--- src/rtl/uart_tx_arbiter_pkg.sv ---
// rtl/uart_tx_arbiter_pkg.sv - shared state encoding and helpers for the UART TX arbiter
package uart_tx_arbiter_pkg;

  typedef enum logic [1:0] {
    ST_IDLE    = 2'd0,
    ST_GRANTED = 2'd1,
    ST_GAP     = 2'd2
  } arb_state_e;

  function automatic int clog2(input int value);
    int result;
    result = 0;
    while ((1 << result) < value) result++;
    return result;
  endfunction

endpackage

--- src/rtl/uart_tx_arbiter_if.sv ---
// rtl/uart_tx_arbiter_if.sv - requester and UART TX handshake bundle for the arbiter
interface uart_tx_arbiter_if #(
  parameter int NUM_REQ = 4
);
  logic [NUM_REQ-1:0]   req;
  logic [NUM_REQ-1:0]   req_valid;
  logic [NUM_REQ-1:0]   req_last;
  logic [8*NUM_REQ-1:0] req_data;
  logic [NUM_REQ-1:0]   req_ack;
  logic [NUM_REQ-1:0]   grant;
  logic                 tx_busy;
  logic                 new_data_tx;
  logic [7:0]           data_tx;
  logic                 timeout_err;

  // master: requesters plus the UART core's busy flag; slave: the arbiter
  modport master (
    output req, req_valid, req_last, req_data, tx_busy,
    input  req_ack, grant, new_data_tx, data_tx, timeout_err
  );

  modport slave (
    input  req, req_valid, req_last, req_data, tx_busy,
    output req_ack, grant, new_data_tx, data_tx, timeout_err
  );
endinterface

--- src/rtl/uart_tx_arbiter_rr_pick.sv ---
// rtl/uart_tx_arbiter_rr_pick.sv - combinational round-robin pick starting after rr_ptr
module uart_tx_arbiter_rr_pick
  import uart_tx_arbiter_pkg::*;
#(
  parameter int NUM_REQ = 4,
  localparam int PW = clog2(NUM_REQ)
) (
  input  logic [NUM_REQ-1:0] req_i,
  input  logic [PW-1:0]      rr_ptr_i,
  output logic [NUM_REQ-1:0] gnt_o,
  output logic               any_o
);

  logic [PW:0]   sum;
  logic [PW-1:0] idx;

  // Offsets 1..NUM_REQ so the previous owner is checked last
  always_comb begin
    gnt_o = '0;
    any_o = 1'b0;
    sum   = '0;
    idx   = '0;
    for (int k = 1; k <= NUM_REQ; k++) begin
      sum = {1'b0, rr_ptr_i} + (PW+1)'(k);
      if (sum >= (PW+1)'(NUM_REQ)) sum = sum - (PW+1)'(NUM_REQ);
      idx = sum[PW-1:0];
      if (!any_o && req_i[idx]) begin
        gnt_o[idx] = 1'b1;
        any_o      = 1'b1;
      end
    end
  end

endmodule

--- src/rtl/uart_tx_arbiter.sv ---
// rtl/uart_tx_arbiter.sv - packet-locked round-robin sharing of one UART transmitter
module uart_tx_arbiter
  import uart_tx_arbiter_pkg::*;
#(
  parameter int NUM_REQ = 4,
  parameter int TIMEOUT = 1024
) (
  input logic              clk,
  input logic              rst,
  uart_tx_arbiter_if.slave bus
);

  localparam int PW = clog2(NUM_REQ);
  localparam int WW = clog2(TIMEOUT);
  localparam logic [PW-1:0] LAST_REQ = PW'(NUM_REQ - 1);
  localparam logic [WW-1:0] WDOG_MAX = WW'(TIMEOUT - 1);

  arb_state_e         state_q;
  logic [NUM_REQ-1:0] grant_q;
  logic [NUM_REQ-1:0] ack_q;
  logic [PW-1:0]      owner_q;
  logic [PW-1:0]      rr_ptr_q;
  logic [WW-1:0]      wdog_q;
  logic               last_q;
  logic               strobe_q;
  logic               terr_q;
  logic [7:0]         data_q;

  logic [NUM_REQ-1:0] grant_d;
  logic [PW-1:0]      owner_d;
  logic               pick_any;
  logic [7:0]         owner_byte;

  uart_tx_arbiter_rr_pick #(.NUM_REQ(NUM_REQ)) u_rr_pick (
    .req_i    (bus.req),
    .rr_ptr_i (rr_ptr_q),
    .gnt_o    (grant_d),
    .any_o    (pick_any)
  );

  always_comb begin
    owner_d = '0;
    for (int i = 0; i < NUM_REQ; i++) begin
      if (grant_d[i]) owner_d = PW'(i);
    end
  end

  assign owner_byte = bus.req_data[{owner_q, 3'b000} +: 8];

  always_ff @(posedge clk or posedge rst) begin
    if (rst) begin
      state_q  <= ST_IDLE;
      grant_q  <= '0;
      ack_q    <= '0;
      owner_q  <= '0;
      rr_ptr_q <= LAST_REQ;
      wdog_q   <= '0;
      last_q   <= 1'b0;
      strobe_q <= 1'b0;
      terr_q   <= 1'b0;
      data_q   <= 8'h00;
    end else begin
      strobe_q <= 1'b0;
      ack_q    <= '0;
      terr_q   <= 1'b0;
      case (state_q)
        ST_IDLE: begin
          if (pick_any) begin
            grant_q <= grant_d;
            owner_q <= owner_d;
            wdog_q  <= '0;
            state_q <= ST_GRANTED;
          end
        end
        ST_GRANTED: begin
          // A dropped request wins over a byte that happens to be valid
          if (!bus.req[owner_q]) begin
            grant_q  <= '0;
            rr_ptr_q <= owner_q;
            state_q  <= ST_IDLE;
          end else if (bus.req_valid[owner_q] && !bus.tx_busy) begin
            strobe_q <= 1'b1;
            data_q   <= owner_byte;
            ack_q    <= grant_q;
            last_q   <= bus.req_last[owner_q];
            wdog_q   <= '0;
            state_q  <= ST_GAP;
          end else if (wdog_q == WDOG_MAX) begin
            grant_q  <= '0;
            rr_ptr_q <= owner_q;
            terr_q   <= 1'b1;
            state_q  <= ST_IDLE;
          end else begin
            wdog_q <= wdog_q + WW'(1);
          end
        end
        ST_GAP: begin
          if (last_q) begin
            grant_q  <= '0;
            rr_ptr_q <= owner_q;
            state_q  <= ST_IDLE;
          end else begin
            state_q <= ST_GRANTED;
          end
        end
        default: state_q <= ST_IDLE;
      endcase
    end
  end

  assign bus.grant       = grant_q;
  assign bus.req_ack     = ack_q;
  assign bus.new_data_tx = strobe_q;
  assign bus.data_tx     = data_q;
  assign bus.timeout_err = terr_q;

endmodule

--- src/flat_wrapper.sv ---
// flat-port wrapper written by rule: the top's interface ports become plain ports
module uart_tx_arbiter_flat import uart_tx_arbiter_pkg::*;
#(
  parameter int NUM_REQ = 4,
  parameter int TIMEOUT = 1024
)
  (clk, rst, bus_req, bus_req_valid, bus_req_last, bus_req_data, bus_tx_busy, bus_req_ack, bus_grant, bus_new_data_tx, bus_data_tx, bus_timeout_err);
  uart_tx_arbiter_if #(.NUM_REQ(NUM_REQ)) bus_i ();
  input logic clk;
  input logic rst;
  input wire logic [$bits(bus_i.req)-1:0] bus_req;
  input wire logic [$bits(bus_i.req_valid)-1:0] bus_req_valid;
  input wire logic [$bits(bus_i.req_last)-1:0] bus_req_last;
  input wire logic [$bits(bus_i.req_data)-1:0] bus_req_data;
  input wire logic [$bits(bus_i.tx_busy)-1:0] bus_tx_busy;
  output wire logic [$bits(bus_i.req_ack)-1:0] bus_req_ack;
  output wire logic [$bits(bus_i.grant)-1:0] bus_grant;
  output wire logic [$bits(bus_i.new_data_tx)-1:0] bus_new_data_tx;
  output wire logic [$bits(bus_i.data_tx)-1:0] bus_data_tx;
  output wire logic [$bits(bus_i.timeout_err)-1:0] bus_timeout_err;
  assign bus_i.req = bus_req;
  assign bus_i.req_valid = bus_req_valid;
  assign bus_i.req_last = bus_req_last;
  assign bus_i.req_data = bus_req_data;
  assign bus_i.tx_busy = bus_tx_busy;
  assign bus_req_ack = bus_i.req_ack;
  assign bus_grant = bus_i.grant;
  assign bus_new_data_tx = bus_i.new_data_tx;
  assign bus_data_tx = bus_i.data_tx;
  assign bus_timeout_err = bus_i.timeout_err;
  uart_tx_arbiter #(.NUM_REQ(NUM_REQ), .TIMEOUT(TIMEOUT)) u_core (.clk(clk), .rst(rst), .bus(bus_i));
endmodule
--- config.mk ---
export PLATFORM = sky130hd
export DESIGN_NAME = uart_tx_arbiter_flat
export DESIGN_NICKNAME = d
export VERILOG_FILES = /design/src/rtl/uart_tx_arbiter_pkg.sv /design/src/rtl/uart_tx_arbiter_if.sv /design/src/rtl/uart_tx_arbiter_rr_pick.sv /design/src/rtl/uart_tx_arbiter.sv /design/src/flat_wrapper.sv
export SDC_FILE = /design/constraint.sdc
export NUM_CORES = 1
export LEC_CHECK = 0
export ABC_AREA = 1
export CAP_MARGIN = 25
export CELL_PAD_IN_SITES_DETAIL_PLACEMENT = 1
export CELL_PAD_IN_SITES_GLOBAL_PLACEMENT = 1
export CORE_MARGIN = 4
export CORE_UTILIZATION = 36
export CTS_BUF_LIST = sky130_fd_sc_hd__clkbuf_8
export CTS_CLUSTER_DIAMETER = 60
export CTS_CLUSTER_SIZE = 40
export DETAILED_ROUTE_END_ITERATION = 8
export PLACE_DENSITY = 0.89
export REMOVE_ABC_BUFFERS = 1
export SYNTH_ARGS = -nofsm -noshare
export SYNTH_HDL_FRONTEND = slang
export SYNTH_SLANG_ARGS = --single-unit
export TNS_END_PERCENT = 100
--- constraint.sdc ---
create_clock -name clk -period 2.73 [get_ports clk]
set_clock_uncertainty 0.15 [all_clocks]
set_input_delay 0.819 -clock clk [delete_from_list [all_inputs] [get_ports clk]]
set_output_delay 0.819 -clock clk [all_outputs]
set_load 0.02 [all_outputs]
## Yosys cells after proc, flatten, opt, wreduce, memory -nomap -nowiden

Index checks and enable logic that the tools add are counted.

- Output and inout port bits: 18
- Bits in registers: 35

- Bitwise operators: 3
- Add/sub/neg operators: 9
- Equal/unequal tests: 10
- $lt $le $gt $ge: 13
- Shift-type cells: 1
- Muxes and demuxes: 69
- Reductions and logical operators: 22

Operator list:

| cell | number |
|---|---|
| $mux W4 | 12 |
| $mux W10 | 4 |
| $shiftx A32 B6 Y8 | 1 |
| $mux W2 | 14 |
| $mux W1 | 24 |
| $pmux W10 S2 | 1 |
| $lt A2 B3 Y1 const B | 5 |
| $bmux W1 S2 | 7 |
| $ge A3 B3 Y1 const B | 4 |
| $or A4 B4 Y4 | 3 |
| $pmux W4 S3 | 1 |
| $add A10 B1 Y10 const B | 1 |
| $eq A10 B10 Y1 const B | 1 |
| $demux W1 S2 | 4 |
| $ge A2 B1 Y1 const B | 4 |
| $logic_and A1 B1 Y1 | 8 |
| $reduce_and A4 Y1 | 2 |
| $sub A2 B1 Y2 const B | 4 |
| $add A2 B2 Y3 const B | 2 |
| $ne A2 B1 Y1 const B | 3 |
| $ne A3 B3 Y1 const B | 2 |
| $pmux W2 S3 | 1 |
| $reduce_and A5 Y1 | 1 |
| $logic_not A1 Y1 | 4 |
| 12 further kinds | 14 |

## Longest topological paths before layout

Gate-level depths: netlist (run 1).

- Depth after elaboration: 18
- Gate-level depth with buffers: 12
- Mapped depth without buffers: 12

## Hierarchy

Synthesis (run 1) repeated with hierarchy kept, for this count alone.

- Cell total of the unflattened synthesis: 390
- Area total of the unflattened synthesis: 2,573.7 um^2

Modules (own cells, without submodules):

| module | instances | seq. area each (um^2) | cells an instance | area an instance (um^2) |
|---|---|---|---|---|
| uart_tx_arbiter | 1 | 878.3 | 310 | 2,122.0 |
| uart_tx_arbiter_rr_pick | 1 | 0.0 | 80 | 451.7 |

## Worst setup path before layout (run 1)

OpenSTA, ideal clock, no wires.

- Kind: reg-to-reg
- From: register u_core.rr_ptr_q[0]
- To: register u_core.wdog_q[8]
- Clock period less this slack: 2,284 ps
- Path buffers: 1
- Arrival: 2,012 ps
- Cell stages (with the launch flop): 12
- Setup slack: 446 ps
- Required time: 2,459 ps
- Path through: dfstp_2 > inv_2 > ha_1 > inv_1 > nand3_4 > nand2_4 > nand2_4 > nor3_4 > nand2_2 > nand3_4 > buf_12 > o21ai_1

- Word-level cells in the longest chain between the ends: 17

Ends and longest elaborated chain:

| item | RTL line | text |
|---|---|---|
| start, declared | uart_tx_arbiter.sv:22 | `logic [PW-1:0] rr_ptr_q;` |
| start signal, assigned | uart_tx_arbiter.sv:79 | `rr_ptr_q <= owner_q;` |
| start signal, assigned | uart_tx_arbiter.sv:90 | `rr_ptr_q <= owner_q;` |
| start signal, assigned | uart_tx_arbiter.sv:100 | `rr_ptr_q <= owner_q;` |
| $add A2 B1 Y3 | uart_tx_arbiter_rr_pick.sv:24 | `sum = {1'b0, rr_ptr_i} + (PW+1)'(k);` |
| $ge A3 B3 Y1 / $sub A2 B1 Y2 (equally long branches) | uart_tx_arbiter_rr_pick.sv:25 | `if (sum >= (PW+1)'(NUM_REQ)) sum = sum - (PW+1)'(NUM_REQ);` |
| $mux W2 | uart_tx_arbiter_rr_pick.sv:25 |  |
| $bmux W1 S2 | uart_tx_arbiter_rr_pick.sv:27 | `if (!any_o && req_i[idx]) begin` |
| $mux W1 (implied by the code) | uart_tx_arbiter_rr_pick.sv:27 |  |
| $mux W1 | uart_tx_arbiter_rr_pick.sv:27 |  |
| $logic_not A1 Y1 | uart_tx_arbiter_rr_pick.sv:27 |  |
| $logic_and A1 B1 Y1 | uart_tx_arbiter_rr_pick.sv:27 |  |
| $mux W1 | uart_tx_arbiter_rr_pick.sv:27 |  |
| $logic_not A1 Y1 | uart_tx_arbiter_rr_pick.sv:27 |  |
| $logic_and A1 B1 Y1 | uart_tx_arbiter_rr_pick.sv:27 |  |
| $mux W1 | uart_tx_arbiter_rr_pick.sv:27 |  |
| $logic_not A1 Y1 | uart_tx_arbiter_rr_pick.sv:27 |  |
| $logic_and A1 B1 Y1 | uart_tx_arbiter_rr_pick.sv:27 |  |
| $mux W1 (*) | uart_tx_arbiter_rr_pick.sv:27 |  |
| $ne A2 B1 Y1 (no line) (*) | - |  |
| $reduce_and A4 Y1 (no line) (*) | - |  |
| end signal, assigned | uart_tx_arbiter.sv:94 | `wdog_q <= wdog_q + WW'(1);` |
| end, declared | uart_tx_arbiter.sv:23 | `logic [WW-1:0] wdog_q;` |

Mark *: on every way between the ends. The rest lies on a longest branch, timed or not. The select of a mux whose other input is x is not followed.
A chain may end at the register's enable or synchronous reset.

## Worst setup path after layout (run 1)

- From: register u_core.rr_ptr_q[1]
- To: register u_core.grant_q[3], in the netlist u_core.bus.grant[3]

- Word-level cells in the longest chain between the ends: 17

Ends and longest elaborated chain:

| item | RTL line | text |
|---|---|---|
| parallel branches: the longest is 17 deep, another holds $add A2 B1 Y3 | - |  |
| end signal, assigned | uart_tx_arbiter.sv:69 | `grant_q <= grant_d;` |
| end, declared | uart_tx_arbiter.sv:19 | `logic [NUM_REQ-1:0] grant_q;` |

Several ways; the timed one is not identified. The select of a mux whose other input is x is not followed.

==> results of run 1 <==
==> placed cells by master (no fill, tap or decap) <==
master and count:
clkdlybuf4s50_1 64, nor3_4 1, o21ai_0 29, a21oi_2 1, a31oi_1 9, a21oi_1 7
ha_2 1, buf_4 6, nand3_1 29, nor3_1 2, o21ai_2 4, xnor2_1 1
o21ai_1 3, clkinv_2 1, nand2_2 9, nand3b_1 1, o2111ai_1 1, dfrtp_1 33
inv_1 33, o21bai_1 1, nand2_4 2, dfstp_2 2, clkbuf_8 5, nand3_4 3
inv_2 3, xor2_1 2, ha_1 13, or2_2 2, nand2_1 69, nor2_1 73
nand4_1 7
==> worst max path at each step <==
stage,startpoint,to,slack (ps),depth (start not counted)
final,u_core.rr_ptr_q[1],u_core.bus.grant[3],230,11
after floorplan,u_core.rr_ptr_q[0],u_core.bus.grant[0],460,12
after global routing,u_core.rr_ptr_q[1],u_core.wdog_q[8],10,10
after CTS,u_core.rr_ptr_q[1],u_core.bus.grant[3],150,12
after detailed placement,bus_req[3],u_core.wdog_q[3],20,10
after global placement,bus_req[2],u_core.bus.grant[1],100,11
==> flip-flops by register name, summed over array words and instances, names as in the netlist <==
register                flops
u_core.wdog_q              10
u_core.bus.new_data_tx      1
u_core.bus.data_tx          8
u_core.last_q               1
u_core.owner_q              2
u_core.rr_ptr_q             2
u_core.state_q              2
u_core.bus.grant            4
u_core.bus.req_ack          4
u_core.bus.timeout_err      1
==> logic make-up after synthesis <==
group / share of synthesized area [%]
AO/OA/AOI/OAI: 12.6
XOR/XNOR: 1.06
adder cells (fa/ha/maj): 7.07
buffers and inverters: 7.48
flip-flops: 35.5
AND/OR/NAND/NOR: 36.3
==> cell type report <==
class	instances	area, um2	area share, %
flip-flops and latches	35	878	26.7
repair buffers	70	686	20.9
multi-input cells	270	1420	43.1
inverters	34	128	3.89
clock buffers	5	68.8	2.10
well taps	77	96.3	2.93
clock inverters	3	12.5	0.381
==> routing by layer <==
metal | wire length, um | up-vias | global-route usage, %
li1 | - | 1261 | -
met1 | 3040 | 1200 | 20.6
met2 | 3770 | 44 | 32.8
met3 | 246 | 12 | 3.06
met4 | 140 | 0 | 4.90
met5 | 0 | - | 0
==> power by group through the flow <==
stage | Clock (mW) | Combinational [mW] | Sequential [mW]
after global placement | 0 | 2.07 | 0.813
after CTS | 0.368 | 2.18 | 0.813
after global routing | 0.392 | 2.44 | 0.836
after floorplan | 0 | 1.34 | 0.930
after detailed placement | 0 | 2.16 | 0.821
final | 0.363 | 2.15 | 0.811
==> critical path: stages, from the launching register on <==
cell and delay [ps]:
dfstp_2 630, inv_1 160, ha_2 420, inv_1 110
nand3_1 110, nand2_2 110, nor3_4 220, nand2_2 110
nand2_1 140, nor2_1 100, nand2_1 90, nand2_1 50
==> what timing repair did <==
action                                  in CTS  in global routing
endpoints found under the setup margin       0                 10
endpoints found under the hold margin        0                  0
resized for setup                            0                  1
==> impl_metrics.ini, run 1 <==
[timing]
timing.final.ws_setup_ps = 232
setup_viol = 0
period_minus_slack_ps = 2500
finalSetupTns_ps = 0
relSlewSlack_pct = 69.6
hold_viol = 0
hold_ws_ps = 377
drv_slew = 0
worst_slew_pin_slew_ps = 457
fmax_mhz = 400
fin_crit_sh_pct = 91.5
rsz0062_at_grt = false

[detailed_routing]
wl_mm = 7.20
drc = 0
antenna_left = 0
drt_iter0_drc = 49
wl_per_cell_um = 14.6
drtPass1Iterations = 4
num_vias = 2517
vias_per_cell = 5.10

[worst_setup_path]
path_class = reg2reg
r2r-end = u_core.bus.grant[3]
cp-start-kind = flip-flop
reg2reg_from = u_core.rr_ptr_q[1]
end_kind = flip-flop
rr_worst_depth = 11
ff2ff_setup_slack_ps = 230
worstPathMaxFanout = 9
worst_ep_required_time_ps = 2760
crit_arrival_ps = 2530

[clock_network]
h-tree-depth = 2
clock_path_buffers = 2
clk_latency_ps = 290
cts_hold_buf = 0
cts_sinks = 35
cts_buffers = 5
postCtsSetupRepairBufs = 0
clkSlewWorstSetupHoldPaths_ps = 70
root_buffer = clkbuf_8
tritoncts = built

[pwr]
seq_power_share_pct = 24.4
power_frac_clock_pct = 10.9
p_leak_nw = 1.53
vdd_drop_max_uv = 502
swShare_pct = 51.6
intPower_mw = 1.61
cellPowerDensity_nw_per_um2 = 1010
p_total_mw = 3.32
power_frac_comb_pct = 64.7
p_sw_mw = 1.71

[logic_synthesis]
syn_inst = 349
synthArstFlopShare_pct = 100
synth_top_area_share_pct = 33.4
synth_common_cells = 73 x nor2_1, 69 x nand2_1, 33 x dfrtp_1
yosysSeqAreaShare_pct = 35.5
synth.avg_cell_area_um2 = 7.09
synth.most_common_cell = nor2_1
synthFlopType = dfrtp_1
yosys_warnings = 0
ys_seq_elements = 35
syn_area_um2 = 2480
synth_edf_count = 0
synth_area_leaders = dfrtp_1 33%, nor2_1 11%, nand2_1 10%
yosysTopAreaCell = dfrtp_1
synthDistinctLibCells = 30

[global_routing]
grt_pass1_wl_mm = 12.2
grt_overflow_total = 0
grt_pass1_vias = 2654
antenna_found_initial = 0
track_usage_pct = 17.6
grt_max_degree = 36

[placed_design]
dpl.hpwl_mm = 5.68
place_congestion = 0.882
dp_slack_ps = 19.4
io_buffers = 64
place_inst = 486
placed_cell_area_um2 = 3200

[layout]
drive_gt1_share_pct = 9.59
fin_cells = 494
final.fill_count = 840
nets = 477
final_util_pct = 50.6
diodes = 0
stdcell_area_um2 = 3280
syn_to_final_growth_pct = 32.6

[run_status]
status = finished clean

[flow_run]
maxCapViolations = 0

[worst_hold_path]
holdPathEnd = u_core.bus.req_ack[1]
worstHoldPathCells = 2
hp-class = reg2reg
hp-start = u_core.bus.grant[1]

[floorplan]
ios = 65
std_cell_rows = 29
die_width_um = 90.9
dieArea_um2 = 8270
core_um2 = 6490
fp.dieH_um = 90.9
initial_core_util_pct = 38.1
Note: power is estimated with default switching activity, not from simulation.
==> inputs of run 2 (changes only) <==
- SETUP_SLACK_MARGIN: default -> 0.05
- TNS_END_PERCENT: 100 -> 10
==> run 2 against run 1 <==
Net effect: die area did not move; critical path type is now in2reg; sequential share of layout area is 0.10 points lower; via count is 0.99% higher; sequential power hardly changed.
==> impl_metrics.ini, run 2 (same netlist as run 1, synthesis figures left out) <==
[layout]
diodes = 0
largest_register_ffs = 10
regMostFlops = u_core.wdog_q
nets = 478
layout_commonest_cell = nor2_1
fin_cells = 495
final_util_pct = 50.8
drive_gt1_share_pct = 10.3
syn_to_final_growth_pct = 33.1
final_cell_mix = 72 x nor2_1, 69 x nand2_1, 64 x clkdlybuf4s50_1

[detailed_routing]
drc = 0
wl_mm = 7.39
wl_per_cell_um = 14.9
drt_iter0_drc = 42
vias_per_cell = 5.14
drtPass1Iterations = 4
num_vias = 2542
antenna_left = 0

[global_routing]
grt_max_degree = 36
track_usage_pct = 17.6
antenna_found_initial = 0
grt_overflow_total = 0
grt_pass1_vias = 2654
grt_pass1_wl_mm = 12.2

[timing]
period_minus_slack_ps = 2530
fin_crit_sh_pct = 92.7
hold_viol = 0
worst_slew_pin_slew_ps = 456
drv_slew = 0
finalSetupTns_ps = 0
fmax_mhz = 395
setup_viol = 0
relSlewSlack_pct = 69.6
rsz0062_at_grt = false
hold_ws_ps = 376

[pwr]
seq_power_share_pct = 24.1
p_leak_nw = 1.53
cellPowerDensity_nw_per_um2 = 1020
power_frac_clock_pct = 10.8
swShare_pct = 51.9
p_sw_mw = 1.75
intPower_mw = 1.62
power_frac_comb_pct = 65.1
p_total_mw = 3.37
vdd_drop_max_uv = 498

[worst_setup_path]
crit_arrival_ps = 2560
worstPathMaxFanout = 8
worst_ep_required_time_ps = 2760
path_class = in2reg
end_kind = flip-flop
cp-start-kind = primary input

[floorplan]
ios = 65
fp.dieH_um = 90.9
initial_core_util_pct = 38.1
core_um2 = 6490
std_cell_rows = 29
dieArea_um2 = 8270
die_width_um = 90.9

[clock_network]
h-tree-depth = 2
cts_sinks = 35
clkSlewWorstSetupHoldPaths_ps = 70
root_buffer = clkbuf_8
tritoncts = built
cts_hold_buf = 0
clk_latency_ps = 290
cts_buffers = 5
clock_path_buffers = 2

[placed_design]
dpl.hpwl_mm = 5.68
place_congestion = 0.882
io_buffers = 64
place_inst = 486

[flow_run]
maxCapViolations = 0

[worst_hold_path]
hp-class = reg2reg

[run_status]
status = finished clean
run 2: cell count changes in the layout (fill, tap and decap cells not counted):
| cell | before | now |
|---|---|---|
| nor2_2 | 0 | 1 |
| nand3_2 | 0 | 1 |
| nor2_1 | 73 | 72 |
| inv_1 | 33 | 32 |
| inv_2 | 3 | 4 |
run 2: area by class of cell:
type,count,area [um2]
Fill cell,841,3200
Multi-Input combinational cell,271,1430
Sequential cell,35,878
Timing Repair Buffer,70,686
Inverter,34,128
Tap cell,77,96.3
Clock buffer,5,68.8
Clock inverter,3,12.5
run 2: power groups by stage:
stage | registers (mW) | logic (mW) | clock network [mW]
2_1_floorplan | 0.930 | 1.34 | 0
3_3_place_gp | 0.813 | 2.07 | 0
3_5_place_dp | 0.821 | 2.16 | 0
4_1_cts | 0.813 | 2.18 | 0.368
5_1_grt | 0.837 | 2.48 | 0.392
6_report | 0.812 | 2.19 | 0.362
run 2: path summary, 6_finish.rpt:
path,startpoint,end,slack (ps),cells past startpoint
worst max-delay path,bus_req[3],u_core.wdog_q[6],200,10
worst min-delay path,u_core.bus.grant[1],u_core.bus.req_ack[1],380,2
worst max register to register,u_core.rr_ptr_q[1],u_core.bus.grant[3],250,11
worst min register to register,u_core.bus.grant[1],u_core.bus.req_ack[1],380,2
max in group asynchronous,rst,u_core.rr_ptr_q[1],1300,3
min in group asynchronous,rst,u_core.bus.data_tx[4],790,3
run 2: metrics by stage:
step	cell area (um2)	worst slack, ps
finish	3300	199
global route	3300	72.1
CTS	3280	145
detailed placement	3200	19.4
global placement	3200	103
floorplan	2420	464
run 2: repair_timing:
item | CTS | global route
buffers inserted | 0 | 0
gates resized for setup | 0 | 3
setup endpoints to repair | 0 | 15
run 2: per-layer routing:
metal	up-vias	global-route usage, %	wire, um
li1	1264	-	-
met1	1213	20.6	3120
met2	54	32.8	3880
met3	11	3.06	253
met4	0	4.90	140
met5	-	0	0
run 2: worst max-delay path: stages:
cell,delay [ps]
clkdlybuf4s50_1,550
nand2_1,80
nand3_1,80
nand2_1,120
inv_1,130
nor2_1,70
a21oi_2,240
nand3_2,280
nand2_2,130
o21ai_2,50
==> inputs of run 3 (changes only) <==
- CELL_PAD_IN_SITES_GLOBAL_PLACEMENT: 1 -> 2
- CORE_UTILIZATION: 36 -> 27
- PLACE_DENSITY: 0.89 -> 0.87
==> run 3 against run 2 <==
Net effect: fmax increased by 4.9%; cell count increased by 6.5%; die area up 30%; clock power increased by 3%; register-to-register slack improved by 70 ps; via count shrank 4.4%; largest power group unchanged.
==> impl_metrics.ini, run 3 (same netlist as run 1, synthesis figures left out) <==
[run_status]
status = finished clean

[clock_network]
clock_path_buffers = 2
postCtsSetupRepairBufs = 0
clk_latency_ps = 290
cts_sinks = 35
tritoncts = built
clkSlewWorstSetupHoldPaths_ps = 70
root_buffer = clkbuf_8
cts_hold_buf = 0
cts_buffers = 5
h-tree-depth = 2
cts_resized = 0

[layout]
drive_gt1_share_pct = 10.0
stdcell_area_um2 = 3340
nets = 479
regMostFlops = u_core.wdog_q
layout_commonest_cell = nor2_1
final.fill_count = 1113
fin_cells = 527
final_cell_mix = 73 x nor2_1, 69 x nand2_1, 64 x clkdlybuf4s50_1
syn_to_final_growth_pct = 34.9
diodes = 0
largest_register_ffs = 10

[detailed_routing]
antenna_left = 0
num_vias = 2431
drtPass1Iterations = 4
drc = 0
drt_iter0_drc = 45
wl_per_cell_um = 13.5
wl_mm = 7.13
vias_per_cell = 4.61

[worst_setup_path]
worst_ep_required_time_ps = 2760
end_kind = flip-flop
path_class = reg2reg
crit_arrival_ps = 2440
worstPathMaxFanout = 8
cp-start-kind = flip-flop

[floorplan]
initial_core_util_pct = 28.1
ios = 65
core_um2 = 8810
die_width_um = 104
fp.dieH_um = 104
std_cell_rows = 34
dieArea_um2 = 10800

[flow_run]
maxCapViolations = 0

[timing]
fmax_mhz = 414
period_minus_slack_ps = 2410
drv_slew = 0
worst_slew_pin_slew_ps = 460
hold_ws_ps = 373
fin_crit_sh_pct = 88.4
relSlewSlack_pct = 69.4
setup_viol = 0
rsz0062_at_grt = false
finalSetupTns_ps = 0
hold_viol = 0

[worst_hold_path]
hp-class = reg2reg

[pwr]
seq_power_share_pct = 23.1
swShare_pct = 51.3
power_frac_clock_pct = 11.1
p_leak_nw = 1.53
cellPowerDensity_nw_per_um2 = 999
p_total_mw = 3.34
intPower_mw = 1.62
vdd_drop_max_uv = 360
power_frac_comb_pct = 65.8
p_sw_mw = 1.71

[placed_design]
dpl.hpwl_mm = 5.63
io_buffers = 64
placed_cell_area_um2 = 3250
place_congestion = 0.795
place_inst = 519

[global_routing]
grt_pass1_vias = 2505
grt_overflow_total = 0
antenna_found_initial = 0
grt_max_degree = 36
grt_pass1_wl_mm = 12.3
track_usage_pct = 13.7
==> run 3: cell count changes in the layout (fill, tap and decap cells not counted), sizes merged <==
| cell | previous run | this run |
|---|---|---|
| clkinvlp | 0 | 1 |
| nand3 | 33 | 32 |
| buf | 6 | 8 |
| inv | 36 | 35 |
==> run 3: worst paths after layout <==
check,from,end,slack (ps),depth (start not counted)
min,u_core.wdog_q[7],u_core.wdog_q[7],370,2
max reg2reg,u_core.rr_ptr_q[1],u_core.bus.grant[2],320,12
max in group asynchronous,rst,u_core.rr_ptr_q[0],1280,3
min reg2reg,u_core.wdog_q[7],u_core.wdog_q[7],370,2
min in group asynchronous,rst,u_core.wdog_q[7],790,3
max,u_core.rr_ptr_q[1],u_core.bus.grant[2],320,12
==> run 3: critical path, stage by stage (launching register included) <==
cell and delay (ps):
dfstp_2 530, inv_1 120, ha_1 380, inv_1 160, nand3_4 120, nand2_4 130
nand2_4 70, nor3_4 140, nand2_2 110, nand2_1 140, nor2_1 100, nand2_1 100
nand2_1 60
==> run 3: power by group through the flow <==
stage          registers (mW)  logic, mW  clock network, mW
3_5_place_dp            0.783       2.24                  0
6_report                0.770       2.20              0.372
5_1_grt                 0.791       2.52              0.411
2_1_floorplan           0.930       1.34                  0
3_3_place_gp            0.776       2.18                  0
4_1_cts                 0.773       2.24              0.387
==> run 3: metrics by stage <==
step / utilization [%] / worst slack, ps
detailed placement: 37.0 / 10.1
finish: 37.9 / 317
global placement: 37.0 / 43.6
CTS: 37.9 / 283
global route: 37.9 / 113
floorplan: - / 464
==> run 3: cell type report <==
cell class | count | area (um2) | area share, %
repair buffers | 72 | 701 | 21.0
well taps | 108 | 135 | 4.05
flip-flops and latches | 35 | 878 | 26.3
multi-input cells | 270 | 1410 | 42.3
clock buffers | 5 | 68.8 | 2.06
clock inverters | 3 | 16.3 | 0.487
inverters | 34 | 128 | 3.82
==> run 3: per-layer routing <==
| layer | global-route usage, % | vias up | routed length, um | share of wire (%) |
|---|---|---|---|---|
| met5 | 0 | - | 0 | 0 |
| met4 | 2.85 | 0 | 73 | 1.0 |
| met3 | 3.17 | 6 | 305 | 4.3 |
| met2 | 23.6 | 37 | 3480 | 49 |
| met1 | 17.5 | 1122 | 3270 | 46 |
| li1 | - | 1266 | - | - |
